==> src/rtl/multdiv_unit.sv <==
// multdiv_unit: multi-cycle signed 32-bit multiply (radix-2 Booth) and
// divide (restoring, on magnitudes) sharing a single adder/subtracter.
// A multiply or divide takes 32 iterations. Every output is registered.
//
// state | meaning
// ------+-----------------------------------------------------------------
// IDLE  | no operation in flight; result/exception held
// MUL   | Booth iteration each cycle, counter 0..31
// DIV   | restoring-division iteration each cycle, counter 0..31
// DONE  | RDY high for one cycle; also entered straight from start on B=0

module multdiv_unit #(
    parameter int WIDTH = 32
) (
    input  logic             clock,
    input  logic             reset,
    input  logic [WIDTH-1:0] data_operandA,
    input  logic [WIDTH-1:0] data_operandB,
    input  logic             ctrl_MULT,
    input  logic             ctrl_DIV,
    output logic [WIDTH-1:0] data_result,
    output logic             data_exception,
    output logic             data_resultRDY,
    output logic             busy
);

    typedef enum logic [1:0] {S_IDLE, S_MUL, S_DIV, S_DONE} state_t;

    localparam logic [4:0] LAST_ITER = 5'd31;

    state_t           state_q, state_d;
    logic [4:0]       cnt_q, cnt_d;
    logic [WIDTH:0]   acc_q, acc_d;
    logic [WIDTH-1:0] q_q, q_d;
    logic             qm1_q, qm1_d;
    logic [WIDTH:0]   b_q, b_d;
    logic             neg_q, neg_d;
    logic [WIDTH-1:0] result_q, result_d;
    logic             exc_q, exc_d;
    logic             rdy_q, rdy_d;
    logic             busy_q, busy_d;

    logic             start;
    logic             div_by_zero;
    logic [WIDTH-1:0] abs_a, abs_b;

    logic [WIDTH:0]   add_a, add_b, add_sum;
    logic             add_sub, add_carry;
    logic [WIDTH+1:0] add_full;

    logic             booth_do;
    logic [WIDTH:0]   booth_s, mul_acc_nxt;
    logic [WIDTH-1:0] mul_q_nxt;
    logic [WIDTH:0]   prod_top;
    logic             mul_ovf;

    logic [WIDTH:0]   div_shift, div_acc_nxt;
    logic [WIDTH-1:0] div_q_nxt, quot_signed;
    logic             div_ovf;

    assign start       = ctrl_MULT | ctrl_DIV;
    assign div_by_zero = (data_operandB == '0);

    // 0x80000000 negates to itself, which reads correctly as unsigned 2^31
    assign abs_a = data_operandA[WIDTH-1] ? (~data_operandA + WIDTH'(1)) : data_operandA;
    assign abs_b = data_operandB[WIDTH-1] ? (~data_operandB + WIDTH'(1)) : data_operandB;

    // Shared adder/subtracter; subtract is invert-B with carry-in 1, carry = no borrow
    assign add_full  = {1'b0, add_a} + {1'b0, add_b ^ {(WIDTH+1){add_sub}}} + (WIDTH+2)'(add_sub);
    assign add_sum   = add_full[WIDTH:0];
    assign add_carry = add_full[WIDTH+1];

    // Adder operand select: Booth add/sub on the upper word, or division trial subtract
    always_comb begin
        add_a   = acc_q;
        add_b   = b_q;
        add_sub = q_q[0] & ~qm1_q;
        if (state_q == S_DIV) begin
            add_a   = div_shift;
            add_sub = 1'b1;
        end
    end

    // Booth step: optional add/sub, then arithmetic shift right of {acc, q, q_-1}
    always_comb begin
        booth_do    = q_q[0] ^ qm1_q;
        booth_s     = booth_do ? add_sum : acc_q;
        mul_acc_nxt = {booth_s[WIDTH], booth_s[WIDTH:1]};
        mul_q_nxt   = {booth_s[0], q_q[WIDTH-1:1]};
        prod_top    = {mul_acc_nxt[WIDTH-1:0], mul_q_nxt[WIDTH-1]};
        mul_ovf     = ~((&prod_top) | ~(|prod_top));
    end

    // Restoring-division step: shift left, keep trial difference when no borrow
    always_comb begin
        div_shift   = {acc_q[WIDTH-1:0], q_q[WIDTH-1]};
        div_acc_nxt = add_carry ? add_sum : div_shift;
        div_q_nxt   = {q_q[WIDTH-2:0], add_carry};
        quot_signed = neg_q ? (~div_q_nxt + WIDTH'(1)) : div_q_nxt;
        // only a positive quotient of 2^31 (0x80000000 / -1) is unrepresentable
        div_ovf     = ~neg_q & div_q_nxt[WIDTH-1];
    end

    // State register
    always_ff @(posedge clock or negedge reset) begin
        if (!reset) state_q <= S_IDLE;
        else        state_q <= state_d;
    end

    // Next-state logic; a start strobe restarts from any state, MULT wins
    always_comb begin
        state_d = state_q;
        if (ctrl_MULT) begin
            state_d = S_MUL;
        end else if (ctrl_DIV) begin
            state_d = div_by_zero ? S_DONE : S_DIV;
        end else begin
            case (state_q)
                S_MUL:   if (cnt_q == LAST_ITER) state_d = S_DONE;
                S_DIV:   if (cnt_q == LAST_ITER) state_d = S_DONE;
                S_DONE:  if (rdy_q) state_d = S_IDLE;
                default: state_d = S_IDLE;
            endcase
        end
    end

    // Datapath and registered-output next values
    always_comb begin
        cnt_d    = cnt_q;
        acc_d    = acc_q;
        q_d      = q_q;
        qm1_d    = qm1_q;
        b_d      = b_q;
        neg_d    = neg_q;
        result_d = result_q;
        exc_d    = exc_q;
        rdy_d    = 1'b0;
        busy_d   = busy_q;
        if (start) begin
            cnt_d  = '0;
            acc_d  = '0;
            qm1_d  = 1'b0;
            exc_d  = 1'b0;
            busy_d = 1'b1;
            if (ctrl_MULT) begin
                q_d   = data_operandA;
                b_d   = {data_operandB[WIDTH-1], data_operandB};
                neg_d = 1'b0;
            end else begin
                q_d   = abs_a;
                b_d   = {1'b0, abs_b};
                neg_d = data_operandA[WIDTH-1] ^ data_operandB[WIDTH-1];
            end
        end else begin
            case (state_q)
                S_MUL: begin
                    cnt_d = cnt_q + 5'd1;
                    acc_d = mul_acc_nxt;
                    q_d   = mul_q_nxt;
                    qm1_d = q_q[0];
                    if (cnt_q == LAST_ITER) begin
                        result_d = mul_q_nxt;
                        exc_d    = mul_ovf;
                        rdy_d    = 1'b1;
                        busy_d   = 1'b0;
                    end
                end
                S_DIV: begin
                    cnt_d = cnt_q + 5'd1;
                    acc_d = div_acc_nxt;
                    q_d   = div_q_nxt;
                    if (cnt_q == LAST_ITER) begin
                        result_d = quot_signed;
                        exc_d    = div_ovf;
                        rdy_d    = 1'b1;
                        busy_d   = 1'b0;
                    end
                end
                S_DONE: begin
                    // DONE without a pending pulse means we arrived on divide-by-zero
                    if (!rdy_q) begin
                        result_d = '0;
                        exc_d    = 1'b1;
                        rdy_d    = 1'b1;
                        busy_d   = 1'b0;
                    end
                end
                default: ;
            endcase
        end
    end

    // Datapath and output registers
    always_ff @(posedge clock or negedge reset) begin
        if (!reset) begin
            cnt_q    <= '0;
            acc_q    <= '0;
            q_q      <= '0;
            qm1_q    <= 1'b0;
            b_q      <= '0;
            neg_q    <= 1'b0;
            result_q <= '0;
            exc_q    <= 1'b0;
            rdy_q    <= 1'b0;
            busy_q   <= 1'b0;
        end else begin
            cnt_q    <= cnt_d;
            acc_q    <= acc_d;
            q_q      <= q_d;
            qm1_q    <= qm1_d;
            b_q      <= b_d;
            neg_q    <= neg_d;
            result_q <= result_d;
            exc_q    <= exc_d;
            rdy_q    <= rdy_d;
            busy_q   <= busy_d;
        end
    end

    assign data_result    = result_q;
    assign data_exception = exc_q;
    assign data_resultRDY = rdy_q;
    assign busy           = busy_q;

endmodule

==> config.mk <==
export PLATFORM = sky130hd
export DESIGN_NAME = multdiv_unit
export DESIGN_NICKNAME = d
export VERILOG_FILES = /design/src/rtl/multdiv_unit.sv
export SDC_FILE = /design/constraint.sdc
export NUM_CORES = 1
export LEC_CHECK = 0
export CORE_UTILIZATION = 40
export DETAILED_ROUTE_END_ITERATION = 10
export MAX_ROUTING_LAYER = met4
export PLACE_DENSITY = 0.67
export SLEW_MARGIN = 20
export SYNTH_ARGS = -nofsm -noshare
export SYNTH_HDL_FRONTEND = slang
export SYNTH_SLANG_ARGS = --single-unit
==> constraint.sdc <==
create_clock -name clock -period 11.3 [get_ports clock]
set_clock_uncertainty 0.2 [all_clocks]
set_input_delay 2.825 -clock clock [delete_from_list [all_inputs] [get_ports clock]]
set_output_delay 2.825 -clock clock [all_outputs]
set_load 0.02 [all_outputs]
==> out/results.ini <==
[outcome]
status=finished clean

[route]
vias=11900
drt-initial-drc-count=1096
drtPass1Iterations=5
avgRoutedWirePerCell_um=18.2
antenna_left=0
vias_per_cell=5.90
drc=0
finalWirelength_um=36800

[power]
finalPower_mw=2.26
vdd_ir_drop_max_uv=108
powerDensity_nw_per_um2=158
cellLeakagePower_nw=5.52

[finish]
fin_util=0.467
stdcell_count=2024
most-common-layout-cells=183 x nor2_1, 179 x nand2_1, 152 x a21oi_1
layout.nets=1725
layout_commonest_cell=nor2_1
layout-drive-gt1-share=0.0688
fin_area_um2=14300
syn2layout_area_growth_pct=14.9
num-fill-cells=3015

[critical_path]
r2r_slack_ns=4.82
worstPathMaxFanout=65
worstSetupPathType=reg -> reg
setup.worst_path.start_class=flop
reg2regPathDepth=20
worstPathRequired_ns=11.40
crit_path_end_kind=flop
reg2reg_from=state_q[0]$_DFFE_PN0P_
crit_start=state_q[0]$_DFFE_PN0P_
r2r-end=data_result[30]$_DFFE_PN0P_
arrival_ns=6.58
critPathCapture=data_result[30]$_DFFE_PN0P_

[clock_network]
postCtsResizedCells=0
ctsHoldBuffers=0
cts_num_sinks=142
root_buffer=clkbuf_16
postCtsSetupBuffers=0
cts_made_buffers=17
cts_max_level=4
cts_tree=yes
insertion_delay_ns=0.44
clockBufferDepth=2
path_clk_slew_ns=0.06

[worst_hold_path]
whs_path_depth=2
worstHoldStart=data_result[2]$_DFFE_PN0P_
hp-class=reg -> reg

[grt]
grt_pass1_wl_um=59000
grt_max_degree=92
grtUsageTotal=0.242
overflow=0
antenna_found_initial=0
grt_pass1_vias=10800

[synthesis]
syn_inst=1595
synth_seq_cells=142
yosys_warnings=0
ys.flop_type=dfrtp_1
seq_area_frac_synth=0.286
syn_area_um2=12400
synth_edf_count=0
yosys.area.top_type_share=0.286
syn_nets=1706
yosys-top-cells-area=dfrtp_1 29%, xnor2_1 7.3%, a21oi_1 6.1%, nor2_1 5.6%, nand2_1 5.4%
yosysTopAreaCell=dfrtp_1
avgSynthCellArea_um2=7.79
ys_types=72
synth-async-reset-ratio=1.00

[timing]
worstMarginPinSlew_ns=1.11
fmax_ghz=0.154
period_minus_slack_ns=6.48
finalCritPeriodShare=0.573
setup_viol=0
fin_ws_ns=4.82
slew_viol_final=0
rsz0062_at_grt=no
hold_violations=0
tns_ns=0
relSlewSlack=0.262
timing.hold.ws_ns=0.280

[place]
place_area_um2=13700
portBuffers=102
preCtsSetupSlack_ns=4.83
dp_hpwl_um=26600
routabilityCongestion=0.913
placed_cells=1991

[floorplan]
start_util=0.406
io_pins=103
fp.dieW_um=178
rows=64
die_h_um=178
die_area_um2=31800
core_um2=30600

[flow_run]
maxCapViolations=0

-- kinds of logic (layout without fill, tap and decap cells) --
group	after synthesis	after routing	share of synthesized area
simple gates	545	545	0.205
compound gates	486	486	0.244
xor+xnor	152	152	0.107
buf+inv	146	178	0.0457
flops	142	142	0.286
mux	81	81	0.0689
fa+ha+maj	43	43	0.0439
other cells	0	1	0
-- critical path, stage by stage (launching register included) --
cell	delay [ns]
dfrtp_1	0.44
inv_1	0.15
ha_4	0.62
buf_4	0.69
mux2_2	0.41
ha_1	0.37
a21oi_1	0.27
o21a_1	0.20
o221ai_1	0.29
a2111oi_0	0.45
a21boi_0	0.35
nor2_1	0.09
buf_4	0.25
clkinv_1	0.09
ha_1	0.19
nand4_1	0.18
o41ai_1	0.52
nand2_1	0.12
xor2_1	0.16
a21oi_1	0.14
o21ai_0	0.08
-- cell usage after synthesis, drive strengths merged (36+ instances only) --
cell and instances:
a211oi 58, a21oi 152, clkbuf 98, dfrtp 142, ha 42, mux2 36, mux2i 45, nand2 180
nor2 185, o21ai 131, xnor2 103, xor2 49
-- how the worst min path moves through the flow --
stage / end / slack [ns]
after global routing: data_result[8]$_DFFE_PN0P_ / 0.32
final: data_result[2]$_DFFE_PN0P_ / 0.28
after floorplan: add_b[31]$_DFFE_PN0N_ / 0.26
after global placement: data_result[8]$_DFFE_PN0P_ / 0.27
after CTS: data_result[2]$_DFFE_PN0P_ / 0.29
after detailed placement: data_result[2]$_DFFE_PN0P_ / 0.27
-- report_power, final --
group | total [mW] | leakage [nW] | switching, mW | internal (mW)
logic | 0.965 | 3.48 | 0.569 | 0.396
clock network | 0.611 | 0.295 | 0.252 | 0.359
registers | 0.687 | 1.75 | 0.0984 | 0.589
total | 2.26 | 5.52 | 0.919 | 1.34
-- routing by layer --
layer	up-vias	track usage	wire, um
met4	0	0.0738	813
met5	-	-	0
met1	5643	0.346	17300
li1	5803	-	-
met3	60	0.0339	2600
met2	426	0.353	16000
-- cell type report --
type	instances	area, um2	area share
diodes	1	2.50	0.000175
clock buffers	19	443	0.0310
clock inverters	13	179	0.0125
inverters	27	101	0.00710
multi-input cells	1307	8360	0.585
flip-flops and latches	142	3550	0.249
well taps	396	495	0.0347
repair buffers	119	1150	0.0805
-- state kept, by name, summed over array words and instances, names as in the netlist --
| signal | flops |
|---|---|
| acc_q | 33 |
| neg_q | 1 |
| q_q | 32 |
| cnt_q | 5 |
| busy | 1 |
| qm1_q | 1 |
| data_exception | 1 |
| add_b | 33 |
| state_q | 2 |
| data_resultRDY | 1 |
| data_result | 32 |
No activity file was read; power rests on OpenSTA's default activity.
